--- config.mk ---
export PLATFORM = sky130hd
export DESIGN_NAME = bp_cce_lce_req_ingress
export DESIGN_NICKNAME = d
export VERILOG_FILES = /design/src/rtl/bp_cce_lce_req_ingress.sv
export SDC_FILE = /design/constraint.sdc
export NUM_CORES = 1
export LEC_CHECK = 0
export ABC_AREA = 1
export BUFFER_PORTS_ARGS = -buffer_cell sky130_fd_sc_hd__buf_2
export CAP_MARGIN = 40
export CORE_AREA = 5 5 296 298
export CTS_BUF_LIST = sky130_fd_sc_hd__clkbuf_2
export DETAILED_ROUTE_END_ITERATION = 8
export DIE_AREA = 0 0 301 303
export HOLD_SLACK_MARGIN = 0.03
export MAX_ROUTING_LAYER = met4
export PLACE_DENSITY = 0.48
export SETUP_SLACK_MARGIN = 0.2
export SLEW_MARGIN = 0
export SYNTH_ARGS = -nofsm -noshare
export SYNTH_HDL_FRONTEND = slang
export SYNTH_SLANG_ARGS = --single-unit
--- constraint.sdc ---
create_clock -name clk_i -period 9.7 [get_ports clk_i]
set_input_delay 0.485 -clock clk_i [delete_from_list [all_inputs] [get_ports clk_i]]
set_output_delay 0.485 -clock clk_i [all_outputs]
set_load 0.01 [all_outputs]
--- src/rtl/bp_cce_lce_req_ingress.sv ---
// bp_cce_lce_req_ingress
//   CCE-side sink of the LCE request port. Accepts BedRock LCE request
//   messages over a ready-then-valid port, validates them, decodes each into
//   flat fields and buffers the decoded form in order. The CCE engine drains
//   the buffer head with a valid->yumi handshake. Malformed messages are
//   dropped and flagged; accepted requests are counted per request type.
//
//   Header layout (LSB first):
//     [3:0] msg_type, [6:4] size, addr, dst_id, src_id, non_exclusive, lru_way_id
//
// Ports
//   clk_i, reset_i         clock, asynchronous active-high reset
//   cce_id_i               this CCE's id, matched against header dst_id
//   lce_req_header_i       BedRock LCE request header
//   lce_req_data_i         request data, only [63:0] carries the uc_wr payload
//   lce_req_v_i            message valid (only while lce_req_ready_then_o=1)
//   lce_req_ready_then_o   buffer can absorb one message this cycle
//   req_v_o / req_yumi_i   decoded head available / consumed
//   req_type_o .. req_data_o   decoded head fields (zero when not applicable)
//   err_v_o, err_sticky_o  one-cycle drop pulse, sticky drop flag
//   stat_cnt_o             saturating accepted count per type, type t at [t*stat_width_p +: stat_width_p]
module bp_cce_lce_req_ingress #(
  parameter int unsigned paddr_width_p     = 40,
  parameter int unsigned lce_id_width_p    = 4,
  parameter int unsigned cce_id_width_p    = 4,
  parameter int unsigned lce_assoc_p       = 8,
  parameter int unsigned cce_block_width_p = 512,
  parameter int unsigned els_p             = 2,
  parameter int unsigned stat_width_p      = 16,
  localparam int unsigned lg_assoc_lp      = (lce_assoc_p > 1) ? $clog2(lce_assoc_p) : 1,
  localparam int unsigned lce_req_header_width_lp =
    4 + 3 + paddr_width_p + cce_id_width_p + lce_id_width_p + 1 + lg_assoc_lp
) (
  input  logic                               clk_i,
  input  logic                               reset_i,
  input  logic [cce_id_width_p-1:0]          cce_id_i,
  input  logic [lce_req_header_width_lp-1:0] lce_req_header_i,
  input  logic [cce_block_width_p-1:0]       lce_req_data_i,
  input  logic                               lce_req_v_i,
  output logic                               lce_req_ready_then_o,
  output logic                               req_v_o,
  input  logic                               req_yumi_i,
  output logic [1:0]                         req_type_o,
  output logic [paddr_width_p-1:0]           req_addr_o,
  output logic [lce_id_width_p-1:0]          req_lce_id_o,
  output logic [lg_assoc_lp-1:0]             req_lru_way_o,
  output logic                               req_non_excl_o,
  output logic [2:0]                         req_size_o,
  output logic [63:0]                        req_data_o,
  output logic                               err_v_o,
  output logic                               err_sticky_o,
  output logic [4*stat_width_p-1:0]          stat_cnt_o
);

  localparam int unsigned size_lsb_lp = 4;
  localparam int unsigned addr_lsb_lp = 7;
  localparam int unsigned dst_lsb_lp  = addr_lsb_lp + paddr_width_p;
  localparam int unsigned src_lsb_lp  = dst_lsb_lp + cce_id_width_p;
  localparam int unsigned nx_lsb_lp   = src_lsb_lp + lce_id_width_p;
  localparam int unsigned lru_lsb_lp  = nx_lsb_lp + 1;
  localparam int unsigned ptr_w_lp    = $clog2(els_p);
  localparam int unsigned occ_w_lp    = $clog2(els_p + 1);

  typedef enum logic {e_reset, e_ready} state_e;

  typedef struct packed {
    logic [1:0]                typ;
    logic [paddr_width_p-1:0]  addr;
    logic [lce_id_width_p-1:0] lce_id;
    logic [lg_assoc_lp-1:0]    lru;
    logic                      non_excl;
    logic [2:0]                size;
    logic [63:0]               data;
  } entry_s;

  state_e state, state_next;
  entry_s mem [els_p];
  entry_s dec, head;
  logic [ptr_w_lp-1:0] wptr, rptr;
  logic [occ_w_lp-1:0] occ;
  logic [stat_width_p-1:0] cnt [4];
  logic [3:0] msg_type;
  logic [2:0] msg_size;
  logic msg_ok, accept, push, pop;

  // upper data bits carry no information for this sink
  logic unused_data;
  assign unused_data = ^lce_req_data_i[cce_block_width_p-1:64];

  always_comb begin
    state_next = state;
    if (state == e_reset) state_next = e_ready;
  end

  always_ff @(posedge clk_i or posedge reset_i) begin
    if (reset_i) state <= e_reset;
    else         state <= state_next;
  end

  // Decode and validate; fields that do not apply to the type are zeroed
  always_comb begin
    msg_type     = lce_req_header_i[3:0];
    msg_size     = lce_req_header_i[size_lsb_lp +: 3];
    msg_ok       = (msg_type[3:2] == 2'b00)
                 && (lce_req_header_i[dst_lsb_lp +: cce_id_width_p] == cce_id_i)
                 && !(msg_type[1] && (msg_size > 3'd3));
    dec          = '0;
    dec.typ      = msg_type[1:0];
    dec.addr     = lce_req_header_i[addr_lsb_lp +: paddr_width_p];
    dec.lce_id   = lce_req_header_i[src_lsb_lp +: lce_id_width_p];
    dec.size     = msg_size;
    if (!msg_type[1])            dec.lru      = lce_req_header_i[lru_lsb_lp +: lg_assoc_lp];
    if (msg_type[1:0] == 2'b00)  dec.non_excl = lce_req_header_i[nx_lsb_lp];
    if (msg_type[1:0] == 2'b11)  dec.data     = lce_req_data_i[63:0];
  end

  assign lce_req_ready_then_o = (state == e_ready) && (occ < occ_w_lp'(els_p));
  assign req_v_o = (occ != '0);
  assign accept  = lce_req_v_i && lce_req_ready_then_o;
  assign push    = accept && msg_ok;
  assign pop     = req_yumi_i && req_v_o;

  always_ff @(posedge clk_i) begin
    if (push) mem[wptr] <= dec;
  end

  always_ff @(posedge clk_i or posedge reset_i) begin
    if (reset_i) begin
      wptr         <= '0;
      rptr         <= '0;
      occ          <= '0;
      err_v_o      <= 1'b0;
      err_sticky_o <= 1'b0;
      for (int unsigned i = 0; i < 4; i++) cnt[i] <= '0;
    end else begin
      if (push) begin
        wptr <= (wptr == ptr_w_lp'(els_p - 1)) ? '0 : wptr + 1'b1;
        if (cnt[dec.typ] != '1) cnt[dec.typ] <= cnt[dec.typ] + 1'b1;
      end
      if (pop) rptr <= (rptr == ptr_w_lp'(els_p - 1)) ? '0 : rptr + 1'b1;
      if (push && !pop)      occ <= occ + 1'b1;
      else if (pop && !push) occ <= occ - 1'b1;
      err_v_o <= accept && !msg_ok;
      if (accept && !msg_ok) err_sticky_o <= 1'b1;
    end
  end

  // Head fields are masked when empty so stale storage never reaches the outputs
  always_comb begin
    head           = req_v_o ? mem[rptr] : '0;
    req_type_o     = head.typ;
    req_addr_o     = head.addr;
    req_lce_id_o   = head.lce_id;
    req_lru_way_o  = head.lru;
    req_non_excl_o = head.non_excl;
    req_size_o     = head.size;
    req_data_o     = head.data;
  end

  always_comb begin
    stat_cnt_o = '0;
    for (int unsigned i = 0; i < 4; i++)
      stat_cnt_o[i*stat_width_p +: stat_width_p] = cnt[i];
  end

  a_v_needs_ready: assert property (@(posedge clk_i) disable iff (reset_i)
    lce_req_v_i |-> lce_req_ready_then_o);
  a_yumi_needs_v: assert property (@(posedge clk_i) disable iff (reset_i)
    req_yumi_i |-> req_v_o);

endmodule

==> results of run 1 <==
-- worst max-delay path by stage --
stage,startpoint,end
after floorplan,lce_req_header_i[1],mem[0][0]$_DFFE_PP_
after global placement,lce_req_header_i[1],mem[0][96]$_DFFE_PP_
after detailed placement,lce_req_header_i[1],mem[0][77]$_DFFE_PP_
after CTS,occ[1]$_DFFE_PP0P_,req_addr_o[4]
after global routing,occ[1]$_DFFE_PP0P_,req_addr_o[4]
final,occ[1]$_DFFE_PP0P_,req_addr_o[4]
-- repair_timing --
action / in CTS / in global routing
setup buffers: 0 / 0
endpoints found under the hold margin: 364 / 0
hold buffers: 170 / 0
-- layout make-up --
class                           instances  area (sq um)
Sequential cell                       305          8807
Inverter                              101         381.6
Timing Repair Buffer                  502          3453
Antenna cell                           10         25.02
Tap cell                             1144          1431
Clock inverter                         30         183.9
Multi-Input combinational cell        851          3824
Fill cell                            9398         65890
Clock buffer                          123         615.6
-- registers in the layout, indices dropped and copies added, names as in the netlist --
name          flops
rptr              1
state             1
occ               2
mem             234
stat_cnt_o       64
wptr              1
err_sticky_o      1
err_v_o           1
-- Yosys cell counts (7+ instances only) --
cell type	count	area (sq um)
xor2_1	8	70.07
inv_1	98	367.9
nor2_2	8	50.05
clkbuf_1	36	135.1
nor2_1	100	375.4
dfrtp_1	71	1777
nand2_1	526	1974
a21oi_1	118	590.6
nand3_1	43	215.2
edfxtp_1	234	7027
nand3_2	8	80.08
buf_1	9	33.78
buf_6	10	112.6
nor2_8	7	140.1
-- power groups by stage --
| stage | Sequential (mW) | Combinational [mW] | Clock (mW) |
|---|---|---|---|
| 3_5_place_dp | 1.46 | 1.33 | 0 |
| 3_3_place_gp | 1.46 | 1.34 | 0 |
| 4_1_cts | 1.43 | 1.40 | 1.06 |
| 2_1_floorplan | 1.45 | 0.592 | 0 |
| 6_report | 1.43 | 1.33 | 0.989 |
| 5_1_grt | 1.43 | 1.45 | 1.11 |
-- worst reg2reg max path: cells and delay by family (launching register included) --
| kind | cells | cell delay [ns] |
|---|---|---|
| DFF | 1 | 0.44 |
| and+or+nand+nor | 4 | 1.26 |
| buffers and inverters | 4 | 1.50 |
-- layer usage --
layer  vias up  share of wire [%]
met3        99                8.1
li1       5410                  -
met4         0                5.7
met1      5322                 38
met2       401                 48
met5         -                  0
-- cell families (layout without fill, tap and decap cells) --
group                      Yosys count  after routing  synth area share [%]
AOI/OAI and AO/OA                  128            128                 4.894
DFF                                305            305                 65.97
other                                1             11               0.02810
and+or+nand+nor                    709            709                 22.60
adders and majority gates            2              2                0.1875
xor gates and xnor gates            11             11                0.7783
buffers and inverters              166            756                 5.550
-- through the flow --
step                      hold slack (ns)  utilization (%)  setup WS [ns]
after floorplan                    0.4635                -          2.685
after global placement             0.4544            19.06          5.073
after detailed placement           0.4547            19.14          5.289
after CTS                         0.04773            22.10          5.003
after global routing              0.07251            22.12          4.986
final                              0.2172            22.13          5.307
==> impl_metrics.py, run 1 <==
metrics = {
    "outcome": {
        "status": "complete, no violations",
    },
    "power": {
        "p_leak_nw": 8.555,
        "powerDensity_nw_per_um2": 200.3,
        "fin_total_pwr_mw": 3.751,
        "ir_drop_mv": 0.09482,
        "combPwrFrac_pct": 35.5,
        "cell_internal_pwr_mw": 2.194,
        "p_sw_mw": 1.557,
        "sw_frac_of_total_pct": 41.51,
        "pwr-share-seq_pct": 38.1,
        "clockPowerShare_pct": 26.4,
    },
    "routing": {
        "postRouteAntennaNets": 0,
        "drt_iter0_drc": 550,
        "drt-vias-per-instance": 3.663,
        "wl_per_cell_um": 18.30,
        "routed-via-count": 11232,
        "drc": 0,
        "first_pass_iters": 5,
        "wl_um": 56120,
    },
    "sta": {
        "rsz0062_at_grt": "false",
        "setup-violations-final": 0,
        "min_period_ns": 4.393,
        "tns_ns": 0,
        "worst_slew_pin_slew_ns": 0.8499,
        "timing.fmax_mhz": 227.6,
        "drv_slew": 0,
        "maxSlewHeadroom_pct": 43.34,
        "clock_skew_ns": 0.1079,
        "hold_viol_final": 0,
        "post-route-period-util_pct": 45.29,
    },
    "layout": {
        "drive_gt1_share_pct": 26.67,
        "fin_cells": 3066,
        "mostFrequentLayoutCell": "nand2_1",
        "fin_nets": 2429,
        "final_cell_mix": "nand2_1, buf_2, edfxtp_1",
        "fin_area_sq_um": 18720,
        "syn_to_final_growth_pct": 40.29,
    },
    "synth": {
        "ys_seq_area_share_pct": 65.97,
        "synthFlopType": "edfxtp_1",
        "syn-cell-area_sq_um": 13350,
        "synth.avg_cell_area_sq_um": 10.09,
        "yosys_register_bits": 305,
        "synth_enable_flop_cells": 234,
        "ys_async_sr_fraction_pct": 23.28,
        "postSynthCellCount": 1322,
        "yosys.cell_types.count": 33,
        "syn_nets": 1903,
        "ys_warn_count": 0,
    },
    "clock_tree": {
        "cts_root_buf": "clkbuf_2",
        "cts_tree": "yes",
        "numCtsBuffers": 87,
        "clkSlewWorstSetupHoldPaths_ns": 0.09,
        "htree_num_levels": 3,
        "cts_sinks": 305,
        "max-clock-path-buffers": 3,
        "clock_latency_ns": 1.08,
        "cts_resized": 0,
    },
    "critical_path": {
        "crit_required_ns": 9.22,
        "crit_slowest_cell": "buf_4",
        "cp_max_fo": 54,
        "crit_chain": "nor2_4 > buf_4 > buf_4 > a21oi_1 > buf_2",
        "rrSetupSlack_ns": 6.14,
        "cp-end-kind": "primary output",
        "worstSetupPathType": "reg -> out",
        "r2r_cells": 8,
        "path_delay_family": "buffers and inverters",
        "crit_path_start_kind": "flip-flop",
        "slowest_delay_ns": 0.68,
        "cp_common_cell": "buf_4",
        "reg2reg_from": "occ[1]$_DFFE_PP0P_",
        "crit_cells": 5,
        "worst-path-buf-inv": 3,
        "r2r_end": "mem[0][44]$_DFFE_PP_",
        "critical_path_arrival_ns": 3.91,
    },
    "flow_run": {
        "cap_violations": 0,
    },
    "min_path": {
        "hold_class": "in -> reg",
        "hold_end": "mem[1][73]$_DFFE_PP_",
        "whs_path_depth": 2,
        "hold_start": "lce_req_header_i[53]",
    },
    "die": {
        "start_util_pct": 15.77,
        "io_pins": 764,
        "rows": 107,
        "chipWidth_um": 301,
        "dieHeight_um": 303,
        "die_area_sq_um": 91200,
        "core-area_sq_um": 84610,
    },
    "global_route": {
        "grt_pass1_wl_um": 78720,
        "use_met2_pct": 20.16,
        "grt_max_degree": 63,
        "grt_overflow": 0,
        "grt_use_total_pct": 12.34,
        "use_met3_pct": 4.501,
        "grt.met1_usage_pct": 13.14,
        "antenna_found_initial": 8,
        "grt_pass1_vias": 11502,
        "gr-max-usage-layer": "met2",
    },
    "place": {
        "place.gp.congestion": 0.8001,
        "dpl.hpwl_um": 39510,
        "place_area_sq_um": 16200,
        "port_buffers": 315,
        "dpl.cell_count": 2733,
    },
}
No activity file was read; power rests on OpenSTA's default activity.
==> run 2, diff against run 1 <==
--- a/config.mk
+++ b/config.mk
@@ -14,7 +14,7 @@
 export DIE_AREA = 0 0 301 303
 export HOLD_SLACK_MARGIN = 0.03
 export MAX_ROUTING_LAYER = met4
-export PLACE_DENSITY = 0.48
+export PLACE_DENSITY = 0.49
 export SETUP_SLACK_MARGIN = 0.2
 export SLEW_MARGIN = 0
 export SYNTH_ARGS = -nofsm -noshare
==> constraint.sdc (replaced) <==
create_clock -name clk_i -period 3.6 [get_ports clk_i]
set_input_delay 0.18 -clock clk_i [delete_from_list [all_inputs] [get_ports clk_i]]
set_output_delay 0.18 -clock clk_i [all_outputs]
set_load 0.01 [all_outputs]
==> run 2 against run 1 <==
Total power increased to 2.7 times the previous value. Setup slack worse by 4.8 ns. Hold slack got worse by 0.044 ns. Global-route usage barely moved. Sequential share of layout area fell by 1.9 points. Clock skew grew 0.026 ns. Clock power grew to 2.6 times the previous value. Cell count increased by 2.6%. Critical path type unchanged. Largest power group unchanged.
==> impl_metrics.py, run 2 (synthesis results as in run 1) <==
metrics = {
    "critical_path": {
        "r2r_cells": 6,
        "critical_path_arrival_ns": 2.91,
        "crit_start": "rptr$_DFFE_PP0P_",
        "crit_chain": "inv_4 > nand2_1 > a21oi_1 > buf_2",
        "crit_path_start_kind": "flip-flop",
        "worstSetupPathType": "reg -> out",
        "reg2reg_from": "occ[1]$_DFFE_PP0P_",
        "crit_slowest_cell": "a21oi_1",
        "rrSetupSlack_ns": 1.10,
        "cp_max_fo": 45,
        "crit_required_ns": 3.42,
        "slowest_delay_ns": 0.58,
        "worst-path-buf-inv": 2,
        "crit_cells": 4,
        "path_delay_family": "buffers and inverters",
        "r2r_end": "mem[0][73]$_DFFE_PP_",
        "cp-end-kind": "primary output",
    },
    "layout": {
        "seq_area_sq_um": 8807,
        "syn_to_final_growth_pct": 46.11,
        "multi_input_area_sq_um": 3824,
        "final_cell_mix": "nand2_1, buf_2, dlygate4sd3_1",
        "fin_nets": 2505,
        "top_register": "mem",
        "fin_util_pct": 23.05,
        "largest_reg_flops": 234,
        "drive_gt1_share_pct": 26.18,
        "fillerInstances": 9314,
        "mostFrequentLayoutCell": "nand2_1",
    },
    "die": {
        "io_pins": 764,
        "chipWidth_um": 301,
        "dieHeight_um": 303,
        "core-area_sq_um": 84610,
        "die_area_sq_um": 91200,
        "start_util_pct": 15.77,
        "rows": 107,
    },
    "power": {
        "powerDensity_nw_per_um2": 524.3,
        "p_leak_nw": 8.871,
        "ir_drop_mv": 0.4310,
        "fin_total_pwr_mw": 10.22,
    },
    "sta": {
        "postLayoutSetupSlackWorst_ns": 0.5110,
        "min_period_ns": 3.089,
        "timing.fmax_mhz": 323.7,
        "post-route-period-util_pct": 85.80,
        "whs_ns": 0.1728,
        "rsz0062_at_grt": "false",
        "worst_slew_pin_slew_ns": 0.8032,
        "hold_viol_final": 0,
        "clock_skew_ns": 0.1339,
        "maxSlewHeadroom_pct": 46.45,
        "setup-violations-final": 0,
        "drv_slew": 0,
        "tns_ns": 0,
    },
    "min_path": {
        "whs_path_depth": 4,
        "hold_start": "lce_req_data_i[14]",
        "hold_class": "in -> reg",
        "hold_end": "mem[0][14]$_DFFE_PP_",
    },
    "clock_tree": {
        "cts_sinks": 305,
        "clkSlewWorstSetupHoldPaths_ns": 0.11,
        "cts_root_buf": "clkbuf_2",
        "htree_num_levels": 3,
        "max-clock-path-buffers": 3,
        "clock_latency_ns": 1.06,
        "cts_tree": "yes",
        "numCtsBuffers": 86,
        "cts_resized": 0,
    },
    "routing": {
        "drc": 0,
        "drt-vias-per-instance": 3.695,
        "postRouteAntennaNets": 0,
        "first_pass_iters": 6,
        "wl_um": 56710,
        "drt_iter0_drc": 636,
        "routed-via-count": 11629,
        "wl_per_cell_um": 18.02,
    },
    "global_route": {
        "grt_pass1_wl_um": 79580,
        "antenna_found_initial": 18,
        "grt_overflow": 0,
        "grt_max_degree": 118,
        "grt_use_total_pct": 12.38,
        "grt_pass1_vias": 11804,
    },
    "outcome": {
        "status": "complete, no violations",
    },
    "place": {
        "place.gp.congestion": 0.8244,
        "dp_slack_ns": 0.8122,
        "dpl.hpwl_um": 39090,
        "port_buffers": 315,
    },
    "flow_run": {
        "cap_violations": 0,
    },
}
## run 2: what timing repair did
action                     CTS  global route
setup buffers                0             0
hold buffers               238             0
hold endpoints to repair   556             0
setup endpoints to repair    0             0
## run 2: how the worst max path moves through the flow
stage | to
after floorplan | mem[0][0]$_DFFE_PP_
after global placement | stat_cnt_o[52]$_DFFE_PP0P_
after detailed placement | stat_cnt_o[50]$_DFFE_PP0P_
after CTS | req_addr_o[13]
after global routing | req_addr_o[13]
final | req_addr_o[16]
## run 2: cell type report
type                            instances  area share, %
Sequential cell                       305          45.17
Timing Repair Buffer                  579          21.69
Multi-Input combinational cell        851          19.61
Tap cell                             1144          7.341
Clock buffer                          122          3.131
Inverter                              101          1.970
Clock inverter                         28         0.8727
Antenna cell                           17         0.2182
## run 2: power breakdown
part           total (mW)  internal [mW]  switching [mW]  leakage [nW]
logic                3.78           1.12            2.65          5.15
registers            3.85           3.82          0.0352          3.13
clock network        2.59           1.00            1.59         0.582
total                10.2           5.95            4.28          8.87
## run 2: metrics by stage
| stage | instances | cell area, sq um |
|---|---|---|
| final | 3147 | 19500 |
| after global routing | 3146 | 19500 |
| after CTS | 3130 | 19460 |
| after detailed placement | 2742 | 16290 |
| after global placement | 2741 | 16270 |
| after floorplan | 1322 | 13370 |
## run 2: tightest hold or removal path, stage by stage
cell,delay [ns]
dlygate4sd3_1,0.53
buf_2,0.12
inv_1,0.07
nor2_1,0.07
## run 2: metal layers
metal,global-route usage [%],vias to the layer above,wire (um)
li1,-,5582,-
met5,-,-,0
met2,19.51,457,26100
met1,14.03,5493,22730
met4,5.241,0,2581
met3,5.009,97,5301
